**config.mk**
```make
export PLATFORM = sky130hd
export DESIGN_NAME = z80fi_ir_monitor
export DESIGN_NICKNAME = d
export VERILOG_FILES = /design/src/rtl/z80fi_ir_monitor.sv
export SDC_FILE = /design/constraint.sdc
export NUM_CORES = 1
export LEC_CHECK = 0
export CAP_MARGIN = 10
export CELL_PAD_IN_SITES_DETAIL_PLACEMENT = 1
export CELL_PAD_IN_SITES_GLOBAL_PLACEMENT = 1
export CORE_MARGIN = 5
export CORE_UTILIZATION = 30
export DETAILED_ROUTE_END_ITERATION = 7
export GPL_TIMING_DRIVEN = 1
export PLACE_DENSITY = 0.83
export RECOVER_POWER = 100
export SLEW_MARGIN = 20
export SYNTH_ARGS = -nofsm -noshare
export SYNTH_HDL_FRONTEND = slang
export SYNTH_SLANG_ARGS = --single-unit
```
**constraint.sdc**
```tcl
create_clock -name clk -period 4.9 [get_ports clk]
set_clock_uncertainty 0.2 [all_clocks]
set_input_delay 0.98 -clock clk [delete_from_list [all_inputs] [get_ports clk]]
set_output_delay 0.98 -clock clk [all_outputs]
set_load 0.005 [all_outputs]
```
**src/rtl/z80fi_ir_monitor.sv**
```systemverilog
// Cross-instruction shadow tracker for the Z80 I and R registers on the z80fi retirement stream.
// Optional R tracking is compiled in with the Z80FI_IR_MON_R_EN macro.
module z80fi_ir_monitor #(
  parameter int unsigned ERR_CNT_W   = 8,
  parameter bit          STOP_ON_ERR = 1'b1
) (
  input  logic                 clk,
  input  logic                 reset_n,
  input  logic                 z80fi_valid,
  input  logic [31:0]          z80fi_insn,
  input  logic [2:0]           z80fi_insn_len,
  input  logic [1:0]           z80fi_m1_count,
  input  logic [7:0]           z80fi_a_rdata,
  input  logic [7:0]           z80fi_a_wdata,
  input  logic [7:0]           z80fi_i_rdata,
  input  logic [7:0]           z80fi_i_wdata,
  input  logic [7:0]           z80fi_r_rdata,
  input  logic [7:0]           z80fi_r_wdata,
  output logic                 shadow_valid,
  output logic [7:0]           shadow_i,
  output logic [7:0]           shadow_r,
  output logic                 err_pulse,
  output logic [2:0]           err_code,
  output logic [ERR_CNT_W-1:0] err_count,
  output logic [15:0]          insn_count
);

  typedef enum logic [1:0] {StUnsync, StTrack, StFault} state_e;

  state_e                state_q, state_d;
  logic                  shadow_valid_q, shadow_valid_d;
  logic [7:0]            shadow_i_q, shadow_i_d;
  logic                  err_pulse_q, err_pulse_d;
  logic [2:0]            err_code_q, err_code_d;
  logic [ERR_CNT_W-1:0]  err_count_q, err_count_d;
  logic [15:0]           insn_count_q, insn_count_d;

  logic       is_ed2, is_ldia, is_ldai;
  logic [7:0] exp_i;
  logic [2:0] chk_code;

  assign is_ed2  = (z80fi_insn_len == 3'd2);
  assign is_ldia = is_ed2 && (z80fi_insn[15:0] == 16'h47ED);
  assign is_ldai = is_ed2 && (z80fi_insn[15:0] == 16'h57ED);
  assign exp_i   = is_ldia ? z80fi_a_rdata : z80fi_i_rdata;

`ifdef Z80FI_IR_MON_R_EN
  logic       is_ldra, is_ldar;
  logic [1:0] m1_eff;
  logic [7:0] shadow_r_q, shadow_r_d;
  logic [7:0] exp_r, ldar_a;
  logic       unused_insn;

  assign is_ldra = is_ed2 && (z80fi_insn[15:0] == 16'h4FED);
  assign is_ldar = is_ed2 && (z80fi_insn[15:0] == 16'h5FED);
  assign m1_eff  = (z80fi_m1_count == 2'd0) ? 2'd1 : z80fi_m1_count;
  // Refresh counter only advances the low 7 bits; bit 7 is software-owned.
  assign exp_r   = is_ldra ? z80fi_a_rdata
                           : {shadow_r_q[7], shadow_r_q[6:0] + {5'd0, m1_eff}};
  assign ldar_a  = {shadow_r_q[7], shadow_r_q[6:0] + 7'd2};
  assign shadow_r    = shadow_r_q;
  assign unused_insn = ^z80fi_insn[31:16];
`else
  logic unused_r;
  assign shadow_r = 8'h00;
  assign unused_r = ^{z80fi_insn[31:16], z80fi_r_rdata, z80fi_r_wdata, z80fi_m1_count};
`endif

  // Lowest-numbered failing check wins.
  always_comb begin
    chk_code = 3'd0;
    if (z80fi_i_rdata != shadow_i_q) begin
      chk_code = 3'd1;
    end else if (z80fi_i_wdata != exp_i) begin
      chk_code = 3'd2;
`ifdef Z80FI_IR_MON_R_EN
    end else if (z80fi_r_rdata != shadow_r_q) begin
      chk_code = 3'd3;
    end else if (z80fi_r_wdata != exp_r) begin
      chk_code = 3'd4;
    end else if (is_ldar && (z80fi_a_wdata != ldar_a)) begin
      chk_code = 3'd5;
`endif
    end else if (is_ldai && (z80fi_a_wdata != shadow_i_q)) begin
      chk_code = 3'd5;
    end
  end

  always_comb begin
    state_d      = state_q;
    shadow_i_d   = shadow_i_q;
    err_pulse_d  = 1'b0;
    err_code_d   = err_code_q;
    err_count_d  = err_count_q;
    insn_count_d = insn_count_q;
`ifdef Z80FI_IR_MON_R_EN
    shadow_r_d   = shadow_r_q;
`endif
    unique case (state_q)
      StUnsync: begin
        if (z80fi_valid) begin
          shadow_i_d   = z80fi_i_wdata;
`ifdef Z80FI_IR_MON_R_EN
          shadow_r_d   = z80fi_r_wdata;
`endif
          insn_count_d = insn_count_q + 16'd1;
          state_d      = StTrack;
        end
      end
      StTrack: begin
        if (z80fi_valid) begin
          if (chk_code == 3'd0) begin
            shadow_i_d   = exp_i;
`ifdef Z80FI_IR_MON_R_EN
            shadow_r_d   = exp_r;
`endif
            insn_count_d = insn_count_q + 16'd1;
          end else begin
            err_pulse_d = 1'b1;
            if (err_code_q == 3'd0) begin
              err_code_d = chk_code;
            end
            if (err_count_q != {ERR_CNT_W{1'b1}}) begin
              err_count_d = err_count_q + ERR_CNT_W'(1);
            end
            state_d = STOP_ON_ERR ? StFault : StUnsync;
          end
        end
      end
      StFault: ;
      default: state_d = StUnsync;
    endcase
    shadow_valid_d = (state_d == StTrack);
  end

  always_ff @(posedge clk or negedge reset_n) begin
    if (!reset_n) begin
      state_q        <= StUnsync;
      shadow_valid_q <= 1'b0;
      shadow_i_q     <= 8'h00;
      err_pulse_q    <= 1'b0;
      err_code_q     <= 3'd0;
      err_count_q    <= '0;
      insn_count_q   <= 16'd0;
    end else begin
      state_q        <= state_d;
      shadow_valid_q <= shadow_valid_d;
      shadow_i_q     <= shadow_i_d;
      err_pulse_q    <= err_pulse_d;
      err_code_q     <= err_code_d;
      err_count_q    <= err_count_d;
      insn_count_q   <= insn_count_d;
    end
  end

`ifdef Z80FI_IR_MON_R_EN
  always_ff @(posedge clk or negedge reset_n) begin
    if (!reset_n) begin
      shadow_r_q <= 8'h00;
    end else begin
      shadow_r_q <= shadow_r_d;
    end
  end
`endif

  assign shadow_valid = shadow_valid_q;
  assign shadow_i     = shadow_i_q;
  assign err_pulse    = err_pulse_q;
  assign err_code     = err_code_q;
  assign err_count    = err_count_q;
  assign insn_count   = insn_count_q;

endmodule

```
## Yosys cells after proc, flatten, opt, wreduce, memory -nomap -nowiden

Cells that the tools add are included.

- Register bits after elaboration: 39
- Input port bits: 88
- Output and inout bits: 45
- Logic and storage cells: 52

- $add $sub $neg: 2
- Eq/ne operators: 13
- Muxes and demuxes: 19
- Bitwise gates (word level): 1
- Reductions and logical operators: 10

Operators with widths:

| kind | number |
|---|---|
| $mux 16 | 3 |
| $eq 16x15->1 const B | 2 |
| $mux 8 | 4 |
| $pmux 16 s2 | 1 |
| $ne 8x8->1 | 3 |
| $add 16x1->16 const B | 1 |
| $pmux 8 s2 | 1 |
| $reduce_and 4->1 | 3 |
| $mux 3 | 3 |
| $add 8x1->8 const B | 1 |
| $ne 8x8->1 const B | 1 |
| $logic_not 3->1 | 2 |
| $mux 2 | 3 |
| $ne 2x2->1 const B | 3 |
| $pmux 2 s3 | 1 |
| $eq 2x1->1 const B | 2 |
| $eq 3x2->1 const B | 1 |
| $logic_and 1x1->1 | 3 |
| $mux 1 | 3 |
| $eq 2x2->1 const B | 1 |
| $logic_not 2->1 | 1 |
| $reduce_bool 2->1 | 1 |
| $not 1->1 | 1 |

## Depth between registers and ports, before layout

- Depth in word-level cells: 11
- Gate-level depth with buffers: 11

## Worst setup path before layout

No wires, ideal clock.

- Path kind: in2reg
- From: input port z80fi_insn[1]
- To: register err_count_q[1], in the netlist err_count[1]
- Library setup time: 125 ps
- Arrival: 3409 ps
- Data required time: 4575 ps
- Path slack: 1166 ps
- Cell stages on the path: 9
- Cells stage by stage: nand2b_1 -> or4b_4 -> nor4_4 -> buf_6 -> nor3_1 -> a221o_1 -> or3b_2 -> nand2_1 -> mux2_2

- Word-level cells in the longest chain between the ends: 9
- Elaborated cells between the ends (all ways): 13
- Those cells by class: eq/ne: 3; mux: 4; bitwise: 1; reduce/logical: 5

RTL lines:

| what | RTL line | source |
|---|---|---|
| from (decl) | 10 | `input logic [31:0] z80fi_insn,` |
| $eq 16x15->1, on equally long branches | 43, 44 |  |
| $logic_and 1x1->1, on equally long branches | 43, 44 |  |
| $mux 8 or $logic_and 1x1->1 (tied branches) | 45, 84 |  |
| $ne 8x8->1 or $mux 3 (tied branches) | 74, 84 |  |
| $mux 3 * | 74 | `end else if (z80fi_i_wdata != exp_i) begin` |
| $mux 3 * | 72 | `if (z80fi_i_rdata != shadow_i_q) begin` |
| $logic_not 3->1 * | 112 | `if (chk_code == 3'd0) begin` |
| $not 1->1 (no line) * | -- |  |
| $reduce_and 4->1 (no line) * | -- |  |
| to (signal assigned) | 151 | `err_count_q <= err_count_d;` |
| to (decl) | 35 | `logic [ERR_CNT_W-1:0] err_count_q, err_count_d;` |

Every way passes the cells marked *; elsewhere a longest branch is shown, timed or not.
A chain may end at the register's enable or synchronous reset.

## Final worst setup path

- From: input port z80fi_insn[8]
- To: register err_count_q[1], in the netlist err_count[1]

Same word-level chain as after synthesis.

==> impl_results.md <==
* Worst Setup SP: z80fi_insn[8]
* Setup ws final at 0.4815 ns
* # DRC at 0
* Bufs and invs on worst path at 1
* Peak VDD IR at ~0.00024 V
* Synth Flop Type: dfrtp_1
* Gr usage total at around 14%
* Slew Limit Fails at 40
* # IOs at around 130
* Root Buffer: clkbuf_8
* Post-CTS resize count at 0
* CTS H-tree lvls at 2
* PwrDens at ~380 nW/um^2
* CP arrival at 4.39 ns
* Crit path time final at ~4.4 ns
* Antenna Cells at 0
* Routed Antenna Nets at 0
* Fmax at around 230 MHz
* Clock tree from TritonCTS: done
* Hold Crit Start: insn_count[15]
* Final setup violating endpoints at 0
* Pleak at roughly 0.0015 uW
* Most frequent cells after synthesis: 39 x dfrtp_1, 29 x xor2_1, 23 x nand2_1, 18 x xnor2_1, 15 x nor2_1
* CTS sink count at 39
* Core Area at between 7000 and 8000 sq um
* Worst Path Required at ~4.9 ns
* Vias in the first global route at around 2,300
* Syn_area_per_cell at a little over 10 sq um
* CP Max Fanout at 7
* TNS Setup at 0 ns
* Area Overhead vs Synth at 43.26%
* Top cells by area, synth: dfrtp_1 41%, xor2_1 11%, xnor2_1 6.6%
* FILL cells at approximately 900
* CTS buffer count at 5
* Die Width at between 90 and 100 microns
* Max Cap Violations at 1
* Post-DP HPWL at between 5 and 6 mm
* Type of the tightest min-delay check: flop to flop
* DR WL/cell at ~16 microns
* Worst reg2reg path startpoint: shadow_i[2]
* Row count at 32
* Critical path's top delay family: simple AND/OR/NAND/NOR gates
* Cells after Synth at around 240
* Layout cells sized above 1 at 6.607%
* Dpl ws at around 0.27 ns
* Count of hold buffers inserted by post-cts repair at 0
* Yosys cell types at 45
* # nets final at between 400 and 500
* Area leader, netlist: dfrtp_1
* Die Y at about 99 microns
* Die ar. at ~9800 sq um
* Failing checks: capacitance limit, slew limit
* Clk slew on worst S/H paths at ~0.080 ns
* Startpoint types: primary input
* Status: complete, but fails checks
* Cell Area, Synth at about 2400 sq um
* Grt total ovfl at 0
* Sequential fraction of the synthesis area at 40.90%
* Yosys reg bits at 39
* Synth warn at 0
* RSZ-0062 raised after global routing: no
* Slowest stage delay, CP at 0.56 ns
* CTS Buffer Depth at 2
* Total wire length at 6.907 mm
* Skew-Pair Late Insertion Delay at ~0.28 ns
* Detailed Routing Iterations Pass 1 at 4
* Slowest-stage cell, CP: dlygate4sd3_1
* Post-synth EDFFs at 0
* Initial Utilization at 30.88%
* Hold Fails Final Rpt at 0
* Worst slew pin tran at 2.168 ns
* DR iter-0 viols at between 40 and 50
* Final GP Congestion at roughly 0.75
* Count leader, synth: dfrtp_1
* Ys async rst share at 100.0%
* Vias at approximately 2,100
* Max-Slew Margin vs Limit at -44.54%
* PortBufs at 90
* Wire length of the first global-routing pass at approximately 11 mm
* Largest net degree at the start of global routing at 40
* Kind of critical path: primary input to flop
* Via density at 4.793
* Yosys top cell area share at roughly two fifths
* CP endpoint kind: flop
* Post-CTS setup buffer count at 0
* Crit share post-route at 90.17%
* Initial antenna violation count at 0
* Critical Path, Cell by Cell: dlygate4sd3_1 -> nand4_1 -> or4b_1 -> nor4_4 -> mux2i_1 -> a221o_1 -> or3b_2 -> nand2_1 -> mux2_2
-- cell usage in the layout, fill, tap and decap left out, drive strengths merged, types with 3 or more instances in the layout --
cell	netlist	layout
nand4	5	5
nor3	6	6
conb	1	8
dfrtp	39	39
nand2b	4	4
a31oi	3	3
inv	10	10
clkdlybuf4s50	0	51
nand2	23	23
xnor2	18	18
mux2i	8	8
and3	4	4
clkbuf	1	9
nor2	15	15
o21ai	8	8
nand3	7	7
mux2	10	10
dlygate4sd3	0	38
xor2	29	29
nor4	6	6
-- through the flow --
stage	power (uW)	hold WS [ns]	instances	util [%]	cell area [sq um]
after floorplan	812.5	0.2647	244	-	2412
after global placement	1114	0.2598	427	43.57	3367
after detailed placement	1136	0.2739	427	43.57	3367
after CTS	1361	0.2847	435	44.62	3448
after global routing	1400	0.3154	435	44.24	3418
final	1293	0.2718	435	44.24	3418
-- cell families (layout without fill, tap and decap cells) --
group / after synthesis / count (layout) / synth area share (%)
and+or+nand+nor: 84 / 84 / 20.14
xor gates and xnor gates: 47 / 47 / 17.25
DFF: 39 / 39 / 40.90
AOI/OAI and AO/OA: 24 / 24 / 7.027
buffers and inverters: 22 / 111 / 5.401
muxes: 18 / 18 / 8.076
adders and majority gates: 2 / 2 / 1.049
other: 1 / 8 / 0.1572
-- layer usage --
layer	up-vias	share of wire, %	GRT usage [%]
li1	1000	-	-
met1	1006	45	17.69
met2	77	48	24.33
met3	2	6.3	3.927
met4	0	0.25	2.206
met5	-	0	0
-- cell type report --
| cell class | count | area (sq um) | share of cell area [%] |
|---|---|---|---|
| inverters | 10 | 37.54 | 1.098 |
| well taps | 102 | 127.6 | 3.734 |
| repair buffers | 93 | 913.4 | 26.72 |
| clock inverters | 1 | 5.005 | 0.1464 |
| multi-input cells | 183 | 1282 | 37.52 |
| flip-flops and latches | 39 | 975.9 | 28.55 |
| clock buffers | 7 | 76.32 | 2.233 |
-- flip-flops by register name, summed over array words and instances (netlist names) --
name          flops
insn_count       16
err_pulse         1
state_q           2
err_count         8
err_code          3
shadow_i          8
shadow_valid      1
-- path summary, 6_finish.rpt --
kind,end,cells past startpoint,slack [ns]
hold reg to reg,insn_count[15],1,0.27
setup / recovery,err_count[1],9,0.48
hold / removal,insn_count[15],1,0.27
min in group asynchronous,shadow_i[6],1,1.12
setup reg to reg,insn_count[15],8,2.08
max in group asynchronous,shadow_i[0],1,2.12
-- worst reg2reg max path, delay by kind of cell, from the launching register on --
family	cells	cell delay (ns)
buffers and inverters	1	0.20
AO/OA/AOI/OAI	1	0.34
flip-flops	1	0.44
AND/OR/NAND/NOR	4	1.22
XOR/XNOR	2	0.37
-- report_power, final --
part           internal [uW]  total (uW)  switching (uW)
registers                421         545             124
logic                    317         537             220
clock network            100         211             111
total                    838        1290             455
Power figures use the tool's default switching activity.
